File: config.mk
export PLATFORM = sky130hd
export DESIGN_NAME = pc_unit
export DESIGN_NICKNAME = d
export VERILOG_FILES = /design/src/rtl/pc_unit.sv
export SDC_FILE = /design/constraint.sdc
export NUM_CORES = 1
export LEC_CHECK = 0
export ABC_AREA = 1
export CORE_ASPECT_RATIO = 1.25
export CORE_MARGIN = 8
export CORE_UTILIZATION = 35
export CTS_CLUSTER_SIZE = 24
export DETAILED_ROUTE_END_ITERATION = 12
export PLACE_DENSITY_LB_ADDON = 0.2
export SYNTH_ARGS = -nofsm -noshare
export SYNTH_HDL_FRONTEND = slang
export SYNTH_SLANG_ARGS = --single-unit
File: constraint.sdc
create_clock -name clk -period 10.8 [get_ports clk]
set_input_delay 2.7 -clock clk [delete_from_list [all_inputs] [get_ports clk]]
set_output_delay 2.7 -clock clk [all_outputs]
set_load 0.01 [all_outputs]
File: src/rtl/pc_unit.sv
// rtl/pc_unit.sv - instruction-fetch program counter with redirect priority and circular return-address stack
module pc_unit #(
    parameter int                    WORDSIZE   = 64,
    parameter int                    STEP       = 4,
    parameter logic [WORDSIZE-1:0]   RESET_ADDR = '0,
    parameter int                    ALIGN_BITS = 2,
    parameter int                    RAS_DEPTH  = 4
) (
    input  logic                          clk,
    input  logic                          rst,
    input  logic                          stall,
    input  logic                          trap,
    input  logic [WORDSIZE-1:0]           trap_vector,
    input  logic                          jump,
    input  logic [WORDSIZE-1:0]           jump_target,
    input  logic                          branch_taken,
    input  logic [WORDSIZE-1:0]           branch_offset,
    input  logic                          ras_push,
    input  logic                          ras_pop,
    output logic [WORDSIZE-1:0]           addr,
    output logic [WORDSIZE-1:0]           addr_prev,
    output logic                          redirect,
    output logic                          misaligned,
    output logic                          ras_underflow,
    output logic [$clog2(RAS_DEPTH):0]    ras_count
);

    localparam int PW = $clog2(RAS_DEPTH);
    localparam int CW = PW + 1;
    localparam logic [WORDSIZE-1:0] ONE        = 1;
    localparam logic [WORDSIZE-1:0] ALIGN_MASK = (ONE << ALIGN_BITS) - ONE;

    logic [WORDSIZE-1:0] addr_q, addr_d;
    logic [WORDSIZE-1:0] addr_prev_q;
    logic                redirect_q, redirect_d;
    logic                misaligned_q, misaligned_d;
    logic                underflow_q, underflow_d;
    logic [CW-1:0]       count_q, count_d;
    logic [PW-1:0]       top_q, top_d;
    logic [WORDSIZE-1:0] ras_q [RAS_DEPTH];

    logic                ras_we;
    logic [PW-1:0]       ras_widx;
    logic [WORDSIZE-1:0] seq_addr;
    logic                pop_ok;
    logic                cand_valid;
    logic [WORDSIZE-1:0] cand;

    assign seq_addr = addr_q + WORDSIZE'(STEP);
    assign pop_ok   = ras_pop && (count_q != '0);

    // Next-state for the PC, the flag pulses and the stack pointer/count
    always_comb begin
        addr_d       = addr_q;
        redirect_d   = 1'b0;
        misaligned_d = 1'b0;
        underflow_d  = 1'b0;
        count_d      = count_q;
        top_d        = top_q;
        ras_we       = 1'b0;
        ras_widx     = top_q;
        cand_valid   = 1'b0;
        cand         = seq_addr;

        // The stack advances whenever fetch is not stalled, even if a trap takes the PC
        if (!stall) begin
            if (ras_pop && count_q == '0) begin
                underflow_d = 1'b1;
            end
            if (ras_push && pop_ok) begin
                // Return consumed and a new one pushed: replace top in place
                ras_we   = 1'b1;
                ras_widx = top_q;
            end else if (ras_push) begin
                // When full, top+1 lands on the oldest entry and overwrites it
                ras_we   = 1'b1;
                ras_widx = top_q + PW'(1);
                top_d    = top_q + PW'(1);
                if (count_q != CW'(RAS_DEPTH)) begin
                    count_d = count_q + CW'(1);
                end
            end else if (pop_ok) begin
                top_d   = top_q - PW'(1);
                count_d = count_q - CW'(1);
            end
        end

        if (trap) begin
            addr_d     = trap_vector & ~ALIGN_MASK;
            redirect_d = 1'b1;
        end else if (!stall) begin
            if (jump) begin
                cand_valid = 1'b1;
                cand       = jump_target;
            end else if (branch_taken) begin
                cand_valid = 1'b1;
                cand       = addr_q + branch_offset;
            end else if (pop_ok) begin
                cand_valid = 1'b1;
                cand       = ras_q[top_q];
            end

            if (!cand_valid) begin
                addr_d = seq_addr;
            end else if ((cand & ALIGN_MASK) != '0) begin
                misaligned_d = 1'b1;
            end else begin
                addr_d     = cand;
                redirect_d = 1'b1;
            end
        end
    end

    // PC, history, flags and stack bookkeeping registers
    always_ff @(posedge clk) begin
        if (rst) begin
            addr_q       <= RESET_ADDR;
            addr_prev_q  <= RESET_ADDR;
            redirect_q   <= 1'b0;
            misaligned_q <= 1'b0;
            underflow_q  <= 1'b0;
            count_q      <= '0;
            top_q        <= '0;
        end else begin
            addr_q       <= addr_d;
            addr_prev_q  <= addr_q;
            redirect_q   <= redirect_d;
            misaligned_q <= misaligned_d;
            underflow_q  <= underflow_d;
            count_q      <= count_d;
            top_q        <= top_d;
        end
    end

    // Stack storage; contents are meaningless until counted valid, so no reset
    always_ff @(posedge clk) begin
        if (!rst && ras_we) begin
            ras_q[ras_widx] <= seq_addr;
        end
    end

    assign addr          = addr_q;
    assign addr_prev     = addr_prev_q;
    assign redirect      = redirect_q;
    assign misaligned    = misaligned_q;
    assign ras_underflow = underflow_q;
    assign ras_count     = count_q;

endmodule

==> flow_summary.ini, run 1 <==
[status]
status = finished, final reports clean

[cts]
cts.sinks = 394
hold_buffers = 0
numCtsBuffers = 44
cts_setup_buffers = 0
cts-root-buf = clkbuf_16
cts.repair.resized = 0
cts_max_level = 2
insertion_delay_ns = 0.59
cts_tree = yes
cts_max_path_buffers = 3
cts.clk_slew.worst_paths_ns = 0.06

[route]
detail_route.vias_per_cell = 5.158
route.detailed.drc = 0
drt_first_pass_iters = 6
drt_wl_total_mm = 106.3
drt-initial-drc-count = 2405
vias = 24294
ant_nets = 0
wl_per_cell_um = 22.56

[critical_path]
cp-start-kind = input port
critPathMaxFanout = 44
end_kind = register
cp.required_ns = 11.25
worstPathArrival_ns = 6.25
critPathKind = in2reg

[min_path]
hp-class = reg2reg

[logic_synthesis]
synth_top_family_by_area = simple AND/OR/NAND/NOR gates
async_flop_share = 0
ys_ff_latch = 394
synth_top_area_frac = 0.3158
ys_warn_count = 0
synth_edf_count = 256
ys_seq_area_frac = 0.4293
synth_cells = 3439
synthesis.area_um2 = 24340
synth_cell_types = 49
synthAdderAreaFrac = 0.03660
yosysTopAreaCell = edfxtp_1
synth-xor-area-share = 0.02195
synth_mux_area_frac = 0
syn_area_per_cell_um2 = 7.078
ys.flop_type = edfxtp_1
synth_compound_area_frac = 0.1134
ys_top_cells_by_area = edfxtp_1 32%, nand2_1 17%, dfxtp_1 11%
synth_simple_gate_area_frac = 0.3000
syn-num-nets = 3709

[finish]
syn_to_final_growth_pct = 23.49
layout.cells.non_filler = 4710
final_nets = 4008
multiInputGateArea_um2 = 11500
drive_gt1_frac = 0.04028
final_common_cell = nand2_1
seqCellArea_um2 = 10450
fillers = 7400
final_cell_mix = 1085 x nand2_1, 504 x inv_1, 456 x nor2_1

[die]
row_count = 108
coreArea_um2 = 69190
start_util = 0.3518
fp.dieW_um = 251.9
io_pins = 334
chipHeight_um = 310.9
die-area_um2 = 78300

[timing]
rsz0062_at_grt = false
worst_pin_slew_ns = 1.138
hold_viol = 0
setup_viol = 0
fin_crit_ns = 5.801
relSlewSlack = 0.2412
post-route-period-util = 0.5371
maxSlewViolCount = 0
setup_tns_ns = 0
max_clock_freq_ghz = 0.1724
skew_ns = 0.01323

[global_routing]
grtUsageMet1 = 0.3314
grtUsageTotal = 0.2624
grtUsageMet3 = 0.03993
grt_max_degree = 91
grt_pass1_wl_mm = 153.0
antenna_found_initial = 2
grt_pass1_vias = 23419
grt-busiest-layer = met2
grt_use_met2 = 0.4351
grt-ovfl-total = 0

[placement]
place_congestion = 1.004
dp.cells = 4627
dp.final_hpwl_mm = 80.25
io_buffer_count = 331

[power_and_ir_drop]
powerDensity_nw_per_um2 = 141.2
p_leak_nw = 13.40
peakVddDrop_uv = 109.0

[job]
maxCapViolCount = 0
-- where the power goes --
| group | switching [mW] | total [mW] | leakage, nW | internal (mW) |
|---|---|---|---|---|
| clock network | 0.655 | 1.52 | 0.710 | 0.866 |
| logic | 0.645 | 0.983 | 9.21 | 0.337 |
| registers | 0.0721 | 1.74 | 3.48 | 1.67 |
-- area by class of cell --
class | count | area share
Inverter | 515 | 0.06439
Tap cell | 935 | 0.03892
Clock inverter | 23 | 0.007825
Multi-Input combinational cell | 2417 | 0.3826
Clock buffer | 59 | 0.04000
Antenna cell | 1 | 0.00008325
Sequential cell | 394 | 0.3478
Timing Repair Buffer | 366 | 0.1184
-- registers in the layout, summed over array words and instances, names as in the netlist, named ones only --
| signal | count |
|---|---|
| ras_q | 256 |
| ras_count | 3 |
| top_q | 2 |
| addr_prev | 64 |
| addr | 62 |
| misaligned | 1 |
| ras_underflow | 1 |
| redirect | 1 |
-- routing by layer --
metal  up-vias  routed length, µm
li1      11577                  -
met2      1062              49670
met5         -                  0
met1     11428              43090
met4         0               5514
met3       227               7989
-- worst max-delay path: stages --
cell and delay, ns:
clkdlybuf4s50_1 0.47, nand2_4 0.18, inv_2 0.12, nor2_4 0.40, buf_4 0.50, nand2_2 0.43
nand4_1 0.24, nand2_2 0.31, buf_4 0.43, a21boi_0 0.27, a21oi_1 0.09
-- cell families (layout without fill, tap and decap cells) --
kind of cell,after synthesis,in the layout
adders and majority gates,70,70
AOI/OAI and AO/OA,478,478
buffers and inverters,628,963
DFF,394,394
other,0,1
xor gates and xnor gates,61,61
and+or+nand+nor,1808,1808
-- stage by stage --
stage	power (mW)	setup WS, ns	util	cell area, µm²	hold WS [ns]
floorplan	2.288	1.912	-	24340	0.4993
detailed placement	2.738	4.359	0.4137	28620	0.5180
finish	4.243	4.999	0.4345	30060	0.5281
global placement	2.734	4.360	0.4137	28620	0.5242
CTS	4.249	4.968	0.4344	30060	0.5282
global route	4.407	4.779	0.4344	30060	0.5425
-- Yosys cell counts (9+ instances only) --
cell         n
nand2_1   1087
inv_1      507
nor2_1     456
edfxtp_1   256
a21oi_1    222
nand3_1    151
dfxtp_1    138
o21ai_0    110
clkbuf_1    76
ha_1        68
xor2_1      52
nor3_1      51
a21boi_0    44
buf_2       29
o221ai_1    19
a22oi_1     18
o22ai_1     18
nand4_1     16
a32o_1      10
nand3b_1    10
a31oi_1      9
xnor2_1      9
-- path summary, 6_finish.rpt --
check | startpoint | end | slack [ns] | depth (start not counted)
worst max-delay path | ras_pop | addr[62]$_SDFFE_PP0P_ | 5.00 | 11
worst min-delay path | ras_count[2]$_SDFFE_PP0P_ | ras_count[2]$_SDFFE_PP0P_ | 0.53 | 2
worst max register to register | ras_count[0]$_SDFFE_PP0P_ | addr[62]$_SDFFE_PP0P_ | 7.01 | 12
worst min register to register | ras_count[2]$_SDFFE_PP0P_ | ras_count[2]$_SDFFE_PP0P_ | 0.53 | 2
Power figures use the tool's default switching activity.
==> inputs of run 2 (changes only) <==
Clock period 10.8 ns to 5.45 ns, I/O delays scaled along.
==> run 2 against run 1 <==
Net effect:
- count of clock-buffer cells in the layout is 7 lower
- power is 98% higher
- first-iteration DRC count is 8.6% lower
- cell area is 0.36% higher
- setup slack worse by 3.7 ns
- non-clock buffer count is 3 higher
- sequential share of layout area is 0.13 points lower
- die area stayed put
- routed wire length hardly changed
- clock power is 98% higher
- sequential cell count stayed put
- sequential power is 99% higher
- critical path type unchanged
- highest routed layer unchanged
==> flow_summary.ini, run 2 (synthesis results as in run 1) <==
[status]
status = finished, final reports clean

[route]
detail_route.vias_per_cell = 5.125
drt_wl_total_mm = 106.3
route.detailed.drc = 0
wl_per_cell_um = 22.55
vias = 24149
drt-initial-drc-count = 2199
ant_nets = 0
drt_first_pass_iters = 5

[die]
fp.dieW_um = 251.9
coreArea_um2 = 69190
die-area_um2 = 78300
io_pins = 334
start_util = 0.3518
row_count = 108
chipHeight_um = 310.9

[timing]
hold_viol = 0
setup_tns_ns = 0
worst_pin_slew_ns = 1.028
setup_viol = 0
relSlewSlack = 0.3145
max_clock_freq_ghz = 0.2414
fin_crit_ns = 4.143
maxSlewViolCount = 0
rsz0062_at_grt = false
hold-worst-slack_ns = 0.5341
skew_ns = 0.02138
post-route-period-util = 0.7601

[cts]
cts_max_level = 2
insertion_delay_ns = 0.60
cts.repair.resized = 0
cts.sinks = 394
cts-root-buf = clkbuf_16
numCtsBuffers = 43
cts.clk_slew.worst_paths_ns = 0.06
cts_tree = yes
cts_setup_buffers = 0
hold_buffers = 0
cts_max_path_buffers = 3

[finish]
final_cell_mix = 1085 x nand2_1, 504 x inv_1, 456 x nor2_1
largest_register = ras_q
final_common_cell = nand2_1
drive_gt1_frac = 0.04185
syn_to_final_growth_pct = 23.94
fin_area_um2 = 30170
largest_reg_flops = 256
final_nets = 4010

[global_routing]
grtUsageTotal = 0.2621
grt-ovfl-total = 0
grt_pass1_wl_mm = 152.9
grtUsageMet1 = 0.3316
grt_pass1_vias = 23474
antenna_found_initial = 1
grt-busiest-layer = met2
grt_max_degree = 106
grt_use_met2 = 0.4449
grtUsageMet3 = 0.03709

[placement]
dp.final_hpwl_mm = 80.76
io_buffer_count = 331
place_congestion = 0.9832
placed_area_um2 = 28730

[critical_path]
cp.required_ns = 5.90
critPathKind = in2reg
ff2ff_setup_slack_ns = 1.78
crit_start = branch_offset[0]
cp-start-kind = input port
worstPathArrival_ns = 4.59
worst_r2r_path_depth = 11
critPathMaxFanout = 16
end_kind = register
r2r_start = addr[16]$_SDFFE_PP0P_

[min_path]
whs_path_depth = 2
hp-class = reg2reg
min_from = ras_count[2]$_SDFFE_PP0P_

[power_and_ir_drop]
peakVddDrop_uv = 256.8
powerDensity_nw_per_um2 = 278.9
p_leak_nw = 13.43

[job]
maxCapViolCount = 0
[run 2: cell type report]
| class | instances | area [µm²] |
|---|---|---|
| diodes | 2 | 5.005 |
| inverters | 515 | 1934 |
| clock buffers | 52 | 1140 |
| clock inverters | 28 | 295.3 |
| repair buffers | 369 | 3656 |
| fillers | 7333 | 39020 |
| multi-input cells | 2417 | 11510 |
| well taps | 935 | 1170 |
| flip-flops and latches | 394 | 10450 |
[run 2: path summary, 6_finish.rpt]
kind,endpoint
worst max-delay path,addr[17]$_SDFFE_PP0P_
worst min-delay path,ras_count[2]$_SDFFE_PP0P_
worst max register to register,addr[36]$_SDFFE_PP0P_
worst min register to register,ras_count[2]$_SDFFE_PP0P_
[run 2: metal layers]
metal	vias up	part of all wire
li1	11594	-
met1	11343	0.41
met2	1016	0.48
met3	196	0.072
met4	0	0.043
met5	-	0
[run 2: power by group]
| group | total [mW] | internal, mW | switching, mW |
|---|---|---|---|
| clock | 3.01 | 1.70 | 1.31 |
| combinational | 1.94 | 0.677 | 1.26 |
| sequential | 3.46 | 3.30 | 0.160 |
[run 2: through the flow]
step	total power, mW	utilization	cells	worst slack (ns)
after floorplan	4.532	-	3439	0.1412
after global placement	5.430	0.4152	4630	0.8063
after detailed placement	5.440	0.4152	4630	0.7565
after CTS	8.436	0.4360	4710	1.384
after global routing	8.737	0.4360	4710	1.248
final	8.415	0.4361	4712	1.307
[run 2: worst max-delay path, cell delays in order]
cell,delay (ns)
clkdlybuf4s50_1,0.50
ha_1,0.34
fa_1,0.54
or3_1,0.39
nand3_1,0.09
nand2_1,0.08
nand4_1,0.11
nand2_2,0.39
buf_4,0.38
a21boi_0,0.30
a21oi_1,0.11
